$ cat src/rtl/de_morgan_pkg.sv
// Shared types and reference helpers for the De Morgan NOR sweep tester.
package de_morgan_pkg;

  typedef enum logic [2:0] {
    IDLE  = 3'd0,
    DRIVE = 3'd1,
    WAIT  = 3'd2,
    CHECK = 3'd3,
    DONE  = 3'd4
  } state_e;

  // Widest operand the reference helper handles; also keeps the vector count inside 32 bits.
  localparam int MAXW = 15;

  function automatic int unsigned num_vectors(input int unsigned w);
    return 32'd1 << (2 * w);
  endfunction

  function automatic logic [MAXW-1:0] nor_ref(input logic [MAXW-1:0] a,
                                               input logic [MAXW-1:0] b);
    return ~a & ~b;
  endfunction

endpackage

$ cat src/rtl/de_morgan_tester.sv
// Walks every {a,b} operand pair into a NOR gate, waits SETTLE cycles,
// and scores the returned c against ~a & ~b.
module de_morgan_tester
  import de_morgan_pkg::*;
#(
  parameter int W      = 1,
  parameter int SETTLE = 1
) (
  input  logic           clk,
  input  logic           rst,
  input  logic           start,
  input  logic [W-1:0]   c_in,
  output logic [W-1:0]   a_out,
  output logic [W-1:0]   b_out,
  output logic           busy,
  output logic           done,
  output logic           pass,
  output logic [2*W:0]   err_cnt,
  output logic [2*W-1:0] first_fail,
  output logic           fail_seen
);

  localparam int VW    = 2 * W;
  localparam int EW    = 2 * W + 1;
  localparam int CW    = (SETTLE > 1) ? $clog2(SETTLE) : 1;
  localparam int SLAST = (SETTLE > 0) ? SETTLE - 1 : 0;
  localparam int unsigned NVEC = num_vectors(W);
  localparam logic [VW-1:0] VLAST = VW'(NVEC - 1);

  state_e        state_q, state_d;
  logic [VW-1:0] vec_q, vec_d;
  logic [CW-1:0] cnt_q, cnt_d;
  logic [W-1:0]  a_q, a_d, b_q, b_d;
  logic [EW-1:0] err_q, err_d;
  logic [VW-1:0] ff_q, ff_d;
  logic          fs_q, fs_d;

  logic [W-1:0]  expected;
  logic          mism;

  // Reference is taken from the registered operands actually presented to the gate.
  assign expected = W'(nor_ref(MAXW'(a_q), MAXW'(b_q)));
  assign mism     = (c_in != expected);

  always_ff @(posedge clk or posedge rst) begin
    if (rst) begin
      state_q <= IDLE;
      vec_q   <= '0;
      cnt_q   <= '0;
      a_q     <= '0;
      b_q     <= '0;
      err_q   <= '0;
      ff_q    <= '0;
      fs_q    <= 1'b0;
    end else begin
      state_q <= state_d;
      vec_q   <= vec_d;
      cnt_q   <= cnt_d;
      a_q     <= a_d;
      b_q     <= b_d;
      err_q   <= err_d;
      ff_q    <= ff_d;
      fs_q    <= fs_d;
    end
  end

  always_comb begin
    state_d = state_q;
    vec_d   = vec_q;
    cnt_d   = cnt_q;
    a_d     = a_q;
    b_d     = b_q;
    err_d   = err_q;
    ff_d    = ff_q;
    fs_d    = fs_q;
    case (state_q)
      IDLE, DONE: begin
        if (start) begin
          state_d = DRIVE;
          vec_d   = '0;
          err_d   = '0;
          ff_d    = '0;
          fs_d    = 1'b0;
        end
      end
      DRIVE: begin
        a_d     = vec_q[VW-1:W];
        b_d     = vec_q[W-1:0];
        cnt_d   = '0;
        state_d = (SETTLE > 0) ? WAIT : CHECK;
      end
      WAIT: begin
        if (cnt_q == CW'(SLAST)) state_d = CHECK;
        else                     cnt_d   = cnt_q + CW'(1);
      end
      CHECK: begin
        if (mism) begin
          err_d = err_q + EW'(1);
          if (!fs_q) begin
            ff_d = {a_q, b_q};
            fs_d = 1'b1;
          end
        end
        // The last vector's CHECK ends the sweep, so vec never wraps.
        if (vec_q == VLAST) begin
          state_d = DONE;
        end else begin
          vec_d   = vec_q + VW'(1);
          state_d = DRIVE;
        end
      end
      default: state_d = IDLE;
    endcase
  end

  assign a_out      = a_q;
  assign b_out      = b_q;
  assign busy       = (state_q == DRIVE) || (state_q == WAIT) || (state_q == CHECK);
  assign done       = (state_q == DONE);
  assign pass       = done && (err_q == '0);
  assign err_cnt    = err_q;
  assign first_fail = ff_q;
  assign fail_seen  = fs_q;

endmodule

$ cat config.mk
export PLATFORM = sky130hd
export DESIGN_NAME = de_morgan_tester
export DESIGN_NICKNAME = d
export VERILOG_FILES = /design/src/rtl/de_morgan_pkg.sv /design/src/rtl/de_morgan_tester.sv
export SDC_FILE = /design/constraint.sdc
export NUM_CORES = 1
export LEC_CHECK = 0
export CORE_MARGIN = 4
export CORE_UTILIZATION = 52
export CTS_BUF_LIST = sky130_fd_sc_hd__clkbuf_16
export DETAILED_ROUTE_END_ITERATION = 8
export PLACE_DENSITY = 0.81
export SKIP_CTS_REPAIR_TIMING = 1
export SYNTH_ARGS = -nofsm -noshare
export SYNTH_HDL_FRONTEND = slang
export SYNTH_SLANG_ARGS = --single-unit
$ cat constraint.sdc
create_clock -name clk -period 3.89 [get_ports clk]
set_input_delay 0.778 -clock clk [delete_from_list [all_inputs] [get_ports clk]]
set_output_delay 0.778 -clock clk [all_outputs]
set_load 0.01 [all_outputs]
## Yosys cells after proc, flatten, opt, wreduce, memory -nomap -nowiden

Index checks and enable logic that the tools add are counted.

- Register bits after elaboration: 14
- Bits of input ports: 4
- Output and inout port bits: 11
- Word-level logic and storage cells: 55

- $add $sub $neg: 3
- Equal/unequal tests: 11
- Muxes and demuxes: 18
- Bitwise operators: 3
- Reductions and logical operators: 12

Operators with widths:

| cell | count |
|---|---|
| 3-bit two-way mux | 5 |
| 3-bit one-hot mux with 4 select lines | 1 |
| 2-bit != test, second input constant | 5 |
| 2-bit two-way mux | 4 |
| 2-bit one-hot mux with 2 select lines | 2 |
| 3-bit by 2-bit == test with 1-bit output, second input constant | 2 |
| 3-bit logical NOT | 2 |
| 3-bit one-hot mux with 2 select lines | 1 |
| 3-bit AND reduction | 2 |
| 1-bit one-hot mux with 2 select lines | 2 |
| 4-bit AND reduction | 1 |
| 2-bit nonzero test | 2 |
| 3-bit by 1-bit adder with 3-bit output, second input constant | 1 |
| 3-bit by 1-bit == test with 1-bit output, second input constant | 1 |
| 3-bit == test, second input constant | 1 |
| 1-bit two-way mux | 3 |
| 2-bit by 1-bit adder with 2-bit output, second input constant | 1 |
| 2-bit == test, second input constant | 1 |
| 1-bit logical OR | 2 |
| 1-bit NOT | 2 |
| 2-bit AND reduction | 1 |
| 2-bit OR reduction | 1 |
| 1-bit adder, second input constant | 1 |
| 1-bit bitwise AND | 1 |
| 2 further kinds | 2 |

## Longest topological paths before layout

Gate-level depths: netlist of run 1.

- Depth after elaboration: 5
- Mapped depth: 5

## Worst setup path after synthesis of run 1

Ideal clock, no wire load.

- Kind: input -> register
- Start: input port start
- End: register vec_q[0]
- Setup time: 0.125 ns
- Arrival time: 1.742 ns
- Required time: 3.765 ns
- Path slack: 2.023 ns
- Stages: 4
- Cell sequence: or3b_1 > buf_2 > mux2_4 > mux2_4

- Cells in the longest elaborated chain, start to end: 2

Ends and longest elaborated chain:

| element | line | text |
|---|---|---|
| start, declared | de_morgan_tester.sv:11 | `input logic start,` |
| 2-bit != test (no line) | - |  |
| 3-bit AND reduction (no line) | - |  |
| end signal, assigned | de_morgan_tester.sv:57 | `vec_q <= vec_d;` |
| end, declared | de_morgan_tester.sv:31 | `logic [VW-1:0] vec_q, vec_d;` |

No other way between the ends.
A chain may end at the register's enable or synchronous reset.

## Final worst setup path of run 1

- Start: register state_q[1]
- End: output port pass

- Cells in the longest elaborated chain, start to end: 2

Ends and longest elaborated chain:

| element | line | text |
|---|---|---|
| start, declared | de_morgan_tester.sv:30 | `state_e state_q, state_d;` |
| start signal, assigned | de_morgan_tester.sv:56 | `state_q <= state_d;` |
| 3-bit == test | de_morgan_tester.sv:119 | `assign done = (state_q == DONE);` |
| 1-bit logical AND | de_morgan_tester.sv:120 | `assign pass = done && (err_q == '0);` |
| end, declared | de_morgan_tester.sv:17 | `output logic pass,` |

No other way between the ends.

==> results of run 1 <==
[sequential cells by signal, indices dropped and copies added (netlist names)]
register    flops
err_cnt         3
state_q         3
first_fail      2
vec_q           2
a_out           1
b_out           1
fail_seen       1
[cells in the final DEF (no fill, tap or decap), types with 2 or more instances in the layout]
master,instances
nor3b_1,2
nand2_1,7
dfrtp_1,13
nand3_1,2
clkbuf_16,3
ha_1,3
mux2_4,2
clkdlybuf4s50_1,14
nand2b_1,2
a21oi_1,3
o21ai_0,5
o21a_1,2
inv_1,8
nor2_1,4
mux2i_1,2
[cell usage after synthesis]
cell       instances  area share, %
a21boi_0           1            1.0
buf_2              2            1.4
or3b_1             1            1.2
o21a_1             2            2.1
nor2_1             4            2.1
o2111ai_1          1            1.2
nor4_1             1           0.87
mux2_4             2            4.2
nand3_1            2            1.4
nor3_1             1           0.69
o211ai_1           1            1.0
nand3b_2           1            1.6
a2bb2oi_1          1            1.2
a211o_1            1            1.2
a221o_1            1            1.4
mux2i_1            2            2.8
dfrtp_1           13             45
nand2b_1           2            1.7
buf_6              1            1.6
xnor2_1            1            1.2
nor3b_1            2            2.1
or3_1              1           0.87
nand2_1            7            3.7
a21o_2             1            1.2
inv_1              7            3.7
a22o_1             1            1.2
o21ai_0            5            3.5
and3b_2            1            1.4
ha_1               3            5.2
a21oi_1            3            2.1
[per-stage QoR]
step,instances,total power (W),hold slack (ns)
detailed placement,98,0.0006099,0.5153
global route,102,0.0008593,0.5453
global placement,98,0.0005956,0.5112
floorplan,72,0.0004958,0.4757
finish,102,0.0008013,0.5220
CTS,102,0.0008042,0.5227
[critical path, delay by kind of cell, from the launching register on]
| kind | cells | cell delay (ns) |
|---|---|---|
| buf+inv | 1 | 0.56 |
| simple gates | 3 | 0.54 |
| flops | 1 | 0.46 |
[logic make-up (layout without fill, tap and decap cells)]
group,after synthesis,in the layout,synth area share [%]
AOI/OAI and AO/OA,18,18,17.22
xor gates and xnor gates,1,1,1.218
adders and majority gates,3,3,5.218
buffers and inverters,10,25,6.609
DFF,13,13,45.22
muxes,4,4,6.957
and+or+nand+nor,23,23,17.57
[power groups by stage]
| stage | clock network [W] | registers (W) | logic (W) |
|---|---|---|---|
| floorplan | 0 | 0.000249 | 0.000247 |
| global placement | 0 | 0.000258 | 0.000337 |
| detailed placement | 0 | 0.000261 | 0.000349 |
| CTS | 0.000192 | 0.000261 | 0.000351 |
| global route | 0.000202 | 0.000270 | 0.000387 |
| finish | 0.000192 | 0.000261 | 0.000348 |
[final cells by class]
class	instances	area [um^2]	share of cell area, %
multi-input combinational	49	346.6	37.03
sequential	13	325.3	34.76
timing repair buffer	14	140.1	14.97
clock buffer	3	75.07	8.021
inverter	7	26.28	2.807
tap	15	18.77	2.005
clock inverter	1	3.754	0.4011
[routing by layer]
metal / vias to the layer above / routed length [um] / part of all wire [%]
met3: 5 / 77 / 5.3
met2: 19 / 672 / 46
met1: 270 / 683 / 47
met4: 0 / 21 / 1.4
li1: 281 / - / -
met5: - / 0 / 0
[how the worst max path moves through the flow]
stage                           start              endpoint  slack [ns]  cells past startpoint
3_3_place_gp                    start  vec_q[0]$_DFFE_PP0P_        1.46                      4
4_1_cts        state_q[1]$_DFFE_PP0P_                  pass        1.30                      4
6_report       state_q[1]$_DFFE_PP0P_                  pass        1.31                      4
2_1_floorplan                   start  vec_q[0]$_DFFE_PP0P_        2.02                      4
5_1_grt        state_q[1]$_DFFE_PP0P_                  pass        1.17                      4
3_5_place_dp                    start  vec_q[0]$_DFFE_PP0P_        1.45                      4
==> metrics.md, run 1 <==
| Metric | Value |
|---|---|
| Clk_skew | `0.001748 ns` |
| Maximum VDD drop | `0.0004226 V` |
| Yosys Warn Count | `0` |
| End of the worst register-to-register path | `vec_q[0]$_DFFE_PP0P_` |
| Syn nets | `79` |
| Comb pwr share | `43.5%` |
| Setup WS pre-CTS | `1.451 ns` |
| Worst slew margin | `68.04%` |
| Final hold vios | `0` |
| Reg2reg start | `state_q[0]$_DFFE_PP0P_` |
| Worst EP arrival | `1.80 ns` |
| Number of fill cells | `100` |
| Status | `finished, final reports clean` |
| CP startpoint kind | `flop` |
| Clock period minus worst slack | `2.578 ns` |
| Clock power frac | `23.9%` |
| RSZ-0062 raised after global routing | `false` |
| Max clock buf depth | `2` |
| DRT Wirelength | `1456 um` |
| Worst Max-Slew Pin Slew | `0.4789 ns` |
| Starting Density | `55.29%` |
| Cell area after synthesis | `719.4 um^2` |
| Core area | `1301 um^2` |
| Post-Syn Instances | `72` |
| Setup CP Type | `reg2out` |
| PD cells | `856.2 nW/um^2` |
| Net Sw Power | `0.0002822 W` |
| Congestion Overflow GR | `0` |
| Worst Path Max Fanout | `8` |
| DR vias | `575` |
| Grt peak-use layer | `met2` |
| Min-delay src | `fail_seen$_DFFE_PP0P_` |
| Net Sw Frac | `35.21%` |
| Utilization after layout | `71.92%` |
| Crit path max-delay cell type | `clkdlybuf4s50_1` |
| Worst-path clk slew | `0.05 ns` |
| Met3 usage | `5.976%` |
| Synth-to-layout area growth | `30.09%` |
| Max cap viols | `0` |
| Die height | `45.20 um` |
| Routed len/inst | `14.27 um` |
| Fin area | `935.9 um^2` |
| Antenna-violating nets left | `0` |
| R2R cell count | `3` |
| Distinct cells, synth | `30` |
| Tot GR Track Use | `17.37%` |
| Critical-path cell list | `nor2_1 -> nand2_1 -> nor3b_1 -> clkdlybuf4s50_1` |
| Share of layout cells above drive strength 1 | `9.195%` |
| Achievable frequency | `0.3879 GHz` |
| Post-synthesis register bit count | `13` |
| First-pass GRT wire length | `2511 um` |
| Min-Delay Endpoint | `fail_seen$_DFFE_PP0P_` |
| Max-slew violation count | `0` |
| Vias/cell | `5.637` |
| Part of the cycle the worst path needs | `66.26%` |
| Skew-Pair Late Insertion Delay | `0.24 ns` |
| # rows | `13` |
| Die W | `45.20 um` |
| Clock H-tree levels | `1` |
| DP HPWL | `1040 um` |
| Clock root buffer | `clkbuf_16` |
| Setup violations, final | `0` |
| Vias in the first global route | `575` |
| Worst R2R Setup Slack | `2.25 ns` |
| DRT Pass-1 Iters | `4` |
| Pint | `0.0005191 W` |
| CTS tree | `yes` |
| Top Ports | `15` |
| Setup TNS | `0 ns` |
| Largest net degree at the start of global routing | `14` |
| CP Capture Type | `output port` |
| Post-synthesis average cell area | `9.992 um^2` |
| Die ar. | `2043 um^2` |
| Seq pwr share | `32.6%` |
| Clk sinks | `13` |
| Routability cong. | `0.7085` |
| ANT cells | `0` |
| Dpl cell area | `857.1 um^2` |
| Worst Slack Setup Final | `1.312 ns` |
| Worst hold path depth | `1` |
| Leak | `0.4294 nW` |
| Max incr delay on CP | `0.56 ns` |
| Drc violations | `0` |
| Met2 GRT Util | `27.97%` |
| Register area share after synthesis | `45.22%` |
| CTS buffer count | `3` |
| Initial antenna violation count | `0` |
| Port bufs | `14` |
| Critical path required time | `3.11 ns` |
| Nets | `95` |
| Initial DRC count | `17` |
| Hold Crit Class | `reg2reg` |
| Met1 Use GR | `21.86%` |
(Power assumes the default switching activity.)
==> inputs of run 2 (changes only) <==
--- a/config.mk
+++ b/config.mk
@@ -6,10 +6,10 @@
 export NUM_CORES = 1
 export LEC_CHECK = 0
 export CORE_MARGIN = 4
-export CORE_UTILIZATION = 52
+export CORE_UTILIZATION = 43
 export CTS_BUF_LIST = sky130_fd_sc_hd__clkbuf_16
 export DETAILED_ROUTE_END_ITERATION = 8
-export PLACE_DENSITY = 0.81
+export PLACE_DENSITY = 0.72
 export SKIP_CTS_REPAIR_TIMING = 1
 export SYNTH_ARGS = -nofsm -noshare
 export SYNTH_HDL_FRONTEND = slang
==> constraint.sdc (replaced) <==
create_clock -name clk -period 2.3 [get_ports clk]
set_input_delay 0.46 -clock clk [delete_from_list [all_inputs] [get_ports clk]]
set_output_delay 0.46 -clock clk [all_outputs]
set_load 0.01 [all_outputs]
==> metrics.md, run 2 (synthesis gave the netlist of run 1 again) <==
| Metric | Value |
|---|---|
| Status | `finished, final reports clean` |
| Die W | `48.91 um` |
| Highest Signal Layer | `met4` |
| Core area | `1541 um^2` |
| Vias/cell | `5.462` |
| Setup violations, final | `0` |
| Achievable frequency | `0.4595 GHz` |
| Max incr delay on CP | `0.56 ns` |
| Drc violations | `0` |
| Initial DRC count | `7` |
| Met3 wire length | `75 um` |
| CTS tree | `yes` |
| Worst slew margin | `68.18%` |
| Net Sw Frac | `34.74%` |
| Vias in the first global route | `576` |
| Critical path required time | `1.84 ns` |
| Maximum VDD drop | `0.0008418 V` |
| Comb pwr share | `43.9%` |
| DR vias | `568` |
| Critical-path cell list | `nor2_2 -> nand2_1 -> nor3b_1 -> clkdlybuf4s50_1` |
| Starting Density | `46.67%` |
| Share of layout cells above drive strength 1 | `11.36%` |
| Routability cong. | `0.7013` |
| Seq pwr share | `32.5%` |
| Max cap viols | `0` |
| PD cells | `1431 nW/um^2` |
| DRT Wirelength | `1403 um` |
| CP startpoint kind | `flop` |
| Routed len/inst | `13.49 um` |
| Nets | `96` |
| Worst Path Max Fanout | `7` |
| RSZ-0062 raised after global routing | `false` |
| Pint | `0.0008843 W` |
| Worst-path clk slew | `0.05 ns` |
| Setup TNS | `0 ns` |
| Worst R2R Setup Slack | `0.76 ns` |
| Clk sinks | `13` |
| Antenna-violating nets left | `0` |
| Commonest non-fill, non-tap cells in the layout | `14 x clkdlybuf4s50_1, 13 x dfrtp_1, 8 x inv_1` |
| Congestion Overflow GR | `0` |
| Clock power frac | `23.6%` |
| Crit path max-delay family | `buffers and inverters` |
| Port bufs | `14` |
| Synth-to-layout area growth | `31.65%` |
| Tot GR Track Use | `13.05%` |
| WP buf/inv | `1` |
| Net Sw Power | `0.0004707 W` |
| Part of the cycle the worst path needs | `94.63%` |
| Hold Crit Class | `reg2reg` |
| Utilization after layout | `61.44%` |
| Commonest non-fill, non-tap cell in the layout | `clkdlybuf4s50_1` |
| Number of fill cells | `124` |
| Clock root buffer | `clkbuf_16` |
| Worst Slack Setup Final | `0.1235 ns` |
| Crit path max-delay cell type | `clkdlybuf4s50_1` |
| Worst Max-Slew Pin Slew | `0.4768 ns` |
| DP HPWL | `1043 um` |
| Top Ports | `15` |
| Clock H-tree levels | `1` |
| Setup CP Type | `reg2out` |
| Register area | `325.3 um^2` |
| Skew-Pair Late Insertion Delay | `0.24 ns` |
| DR WL met2 | `668 um` |
| Clock period minus worst slack | `2.176 ns` |
| ANT cells | `0` |
| Final hold vios | `0` |
| # rows | `14` |
| First-pass GRT wire length | `2456 um` |
| DRT Pass-1 Iters | `4` |
| Met1 Wirelength | `645 um` |
| Setup WS pre-CTS | `0.2817 ns` |
| Leak | `0.4336 nW` |
| Clk_skew | `0.003297 ns` |
| Max-slew violation count | `0` |
| Die height | `48.91 um` |
| Multi-input gate area | `349.1 um^2` |
| Worst EP arrival | `1.72 ns` |
| Largest net degree at the start of global routing | `14` |
| CTS buffer count | `3` |
| Die ar. | `2392 um^2` |
| Initial antenna violation count | `0` |
| CP Capture Type | `output port` |
| Max clock buf depth | `2` |
==> run 2: cell count changes in the layout (fill, tap and decap cells not counted) <==
| cell | delta |
|---|---|
| buf_4 | +1 |
| nor2_2 | +1 |
| nor2_1 | -1 |
==> run 2: worst paths after layout <==
check,end,cells after the start,startpoint
worst max-delay path,pass,4,state_q[0]$_DFFE_PP0P_
worst min-delay path,a_out$_DFFE_PP0P_,2,vec_q[1]$_DFFE_PP0P_
worst max register to register,vec_q[0]$_DFFE_PP0P_,3,state_q[0]$_DFFE_PP0P_
worst min register to register,a_out$_DFFE_PP0P_,2,vec_q[1]$_DFFE_PP0P_
max in group asynchronous,first_fail[0]$_DFFE_PP0P_,2,rst
min in group asynchronous,vec_q[0]$_DFFE_PP0P_,2,rst
==> run 2: final cells by class <==
cell class              instances  area share, %
clock buffers                   3          7.926
flip-flops and latches         13          34.35
multi-input cells              49          36.86
inverters                       7          2.774
well taps                      16          2.114
clock inverters                 1         0.3963
repair buffers                 15          15.59
==> run 2: worst reg2reg max path: cells and delay by family (launching register included) <==
kind             cells  cell delay (ns)
DFF                  1             0.45
muxes                2             0.54
and+or+nand+nor      1             0.44
==> run 2: power groups by stage <==
stage | registers (W) | clock network, W | logic [W]
4_1_cts | 0.000438 | 0.000330 | 0.000603
6_report | 0.000441 | 0.000320 | 0.000595
3_3_place_gp | 0.000433 | 0 | 0.000588
2_1_floorplan | 0.000420 | 0 | 0.000418
3_5_place_dp | 0.000439 | 0 | 0.000594
5_1_grt | 0.000460 | 0.000338 | 0.000664
==> run 2: routing by layer <==
| layer | vias up | track usage (%) |
|---|---|---|
| li1 | 286 | - |
| met1 | 263 | 16.51 |
| met2 | 17 | 20.87 |
| met3 | 2 | 3.364 |
| met4 | 0 | 5.381 |
| met5 | - | 0 |
==> run 2: stage by stage <==
step                      total power [W]  hold slack [ns]  area [um^2]  cells
after floorplan                 0.0008385           0.3370        719.4     72
after global placement           0.001021           0.5024        865.8    100
after detailed placement         0.001034           0.5130        865.8    100
after CTS                        0.001372           0.5270        944.7    104
after global routing             0.001462           0.5637        947.2    104
final                            0.001355           0.5210        947.2    104
==> inputs of run 3 (changes only) <==
--- a/config.mk
+++ b/config.mk
@@ -9,6 +9,7 @@
 export CORE_UTILIZATION = 43
 export CTS_BUF_LIST = sky130_fd_sc_hd__clkbuf_16
 export DETAILED_ROUTE_END_ITERATION = 8
+export MAX_ROUTING_LAYER = met4
 export PLACE_DENSITY = 0.72
 export SKIP_CTS_REPAIR_TIMING = 1
 export SYNTH_ARGS = -nofsm -noshare
==> metrics.md, run 3 (synthesis gave the netlist of run 1 again) <==
| Metric | Value |
|---|---|
| Synth-to-layout area growth | `31.65%` |
| Share of layout cells above drive strength 1 | `11.36%` |
| ANT cells | `0` |
| Setup WS pre-CTS | `0.2817 ns` |
| Commonest non-fill, non-tap cells in the layout | `14 x clkdlybuf4s50_1, 13 x dfrtp_1, 8 x inv_1` |
| RSZ-0062 raised after global routing | `false` |
| Worst EP arrival | `1.72 ns` |
| Nets | `96` |
| # rows | `14` |
| Initial antenna violation count | `0` |
| Non-filler cells, final | `104` |
| Commonest non-fill, non-tap cell in the layout | `clkdlybuf4s50_1` |
| Achievable frequency | `0.4594 GHz` |
| Die ar. | `2392 um^2` |
| Clk_skew | `0.003170 ns` |
| Die W | `48.91 um` |
| Register area | `325.3 um^2` |
| DR vias | `566` |
| Largest net degree at the start of global routing | `14` |
| Worst Max-Slew Pin Slew | `0.4768 ns` |
| Status | `finished, final reports clean` |
| Clock period minus worst slack | `2.177 ns` |
| PD cells | `1431 nW/um^2` |
| Antenna-violating nets left | `0` |
| CTS buffer count | `3` |
| Hold Crit Class | `reg2reg` |
| Setup TNS | `0 ns` |
| Worst-path clk slew | `0.05 ns` |
| Clock root buffer | `clkbuf_16` |
| Worst Path Max Fanout | `7` |
| Drc violations | `0` |
| Net Sw Frac | `34.75%` |
| Starting Density | `46.67%` |
| Max cap viols | `0` |
| DRT Wirelength | `1406 um` |
| Maximum VDD drop | `0.0008417 V` |
| Initial DRC count | `7` |
| Tot GR Track Use | `13.40%` |
| Vias/cell | `5.442` |
| Core area | `1541 um^2` |
| Vias in the first global route | `576` |
| Clk sinks | `13` |
| Worst slew margin | `68.18%` |
| Routability cong. | `0.7091` |
| Utilization after layout | `61.44%` |
| Max clock buf depth | `2` |
| CP startpoint kind | `flop` |
| Comb pwr share | `43.8%` |
| Clock H-tree levels | `1` |
| DP HPWL | `1043 um` |
| Multi-input gate area | `349.1 um^2` |
| CP Capture Type | `output port` |
| Routed len/inst | `13.52 um` |
| Final hold vios | `0` |
| Die height | `48.91 um` |
| Pint | `0.0008843 W` |
| DRT Pass-1 Iters | `4` |
| Setup CP Type | `reg2out` |
| Leak | `0.4336 nW` |
| # placed instances | `100` |
| Port bufs | `14` |
| Clock power frac | `23.6%` |
| Top Ports | `15` |
| Seq pwr share | `32.6%` |
| Design Power | `0.001355 W` |
| Max-slew violation count | `0` |
| Skew-Pair Late Insertion Delay | `0.24 ns` |
| First-pass GRT wire length | `2463 um` |
| Congestion Overflow GR | `0` |
| Part of the cycle the worst path needs | `94.63%` |
| Critical path required time | `1.84 ns` |
| Net Sw Power | `0.0004710 W` |
| Setup violations, final | `0` |
| Worst Slack Setup Final | `0.1234 ns` |
| Number of fill cells | `124` |
| CTS tree | `yes` |
-- run 3: cell type report --
class | instances | area share [%]
multi-input combinational | 49 | 36.86
sequential | 13 | 34.35
timing repair buffer | 15 | 15.59
clock buffer | 3 | 7.926
inverter | 7 | 2.774
tap | 16 | 2.114
clock inverter | 1 | 0.3963
-- run 3: worst paths after layout --
kind	start	to	slack, ns	cells after the start
max in group asynchronous	rst	first_fail[0]$_DFFE_PP0P_	1.43	2
setup / recovery	state_q[0]$_DFFE_PP0P_	pass	0.12	4
min in group asynchronous	rst	vec_q[0]$_DFFE_PP0P_	0.54	2
setup reg to reg	state_q[0]$_DFFE_PP0P_	vec_q[0]$_DFFE_PP0P_	0.76	3
hold / removal	vec_q[1]$_DFFE_PP0P_	a_out$_DFFE_PP0P_	0.52	2
hold reg to reg	vec_q[1]$_DFFE_PP0P_	a_out$_DFFE_PP0P_	0.52	2
-- run 3: through the flow --
| step | hold slack, ns | cell area (um^2) |
|---|---|---|
| 2_1_floorplan | 0.3370 | 719.4 |
| 3_3_place_gp | 0.5024 | 865.8 |
| 3_5_place_dp | 0.5130 | 865.8 |
| 4_1_cts | 0.5270 | 944.7 |
| 5_1_grt | 0.5637 | 947.2 |
| 6_report | 0.5210 | 947.2 |
-- run 3: layer usage --
metal  routed length [um]  global-route usage [%]  vias up  part of all wire [%]
li1                     -                       -      286                     -
met1                  652                   16.70      261                    46
met2                  671                   20.87       17                    48
met3                   70                   3.058        2                   5.0
met4                   12                   5.381        0                  0.85
met5                    0                       -        -                     0
-- run 3: worst max-delay path, cell delays in order, from the launching register on --
cell             delay, ns
dfrtp_1               0.45
nor2_2                0.17
nand2_1               0.09
nor3b_1               0.20
clkdlybuf4s50_1       0.56
-- run 3: power groups by stage --
| stage | sequential (W) | combinational, W | clock [W] |
|---|---|---|---|
| after floorplan | 0.000420 | 0.000418 | 0 |
| after global placement | 0.000433 | 0.000588 | 0 |
| after detailed placement | 0.000439 | 0.000594 | 0 |
| after CTS | 0.000438 | 0.000603 | 0.000330 |
| after global routing | 0.000460 | 0.000664 | 0.000338 |
| final | 0.000441 | 0.000594 | 0.000320 |
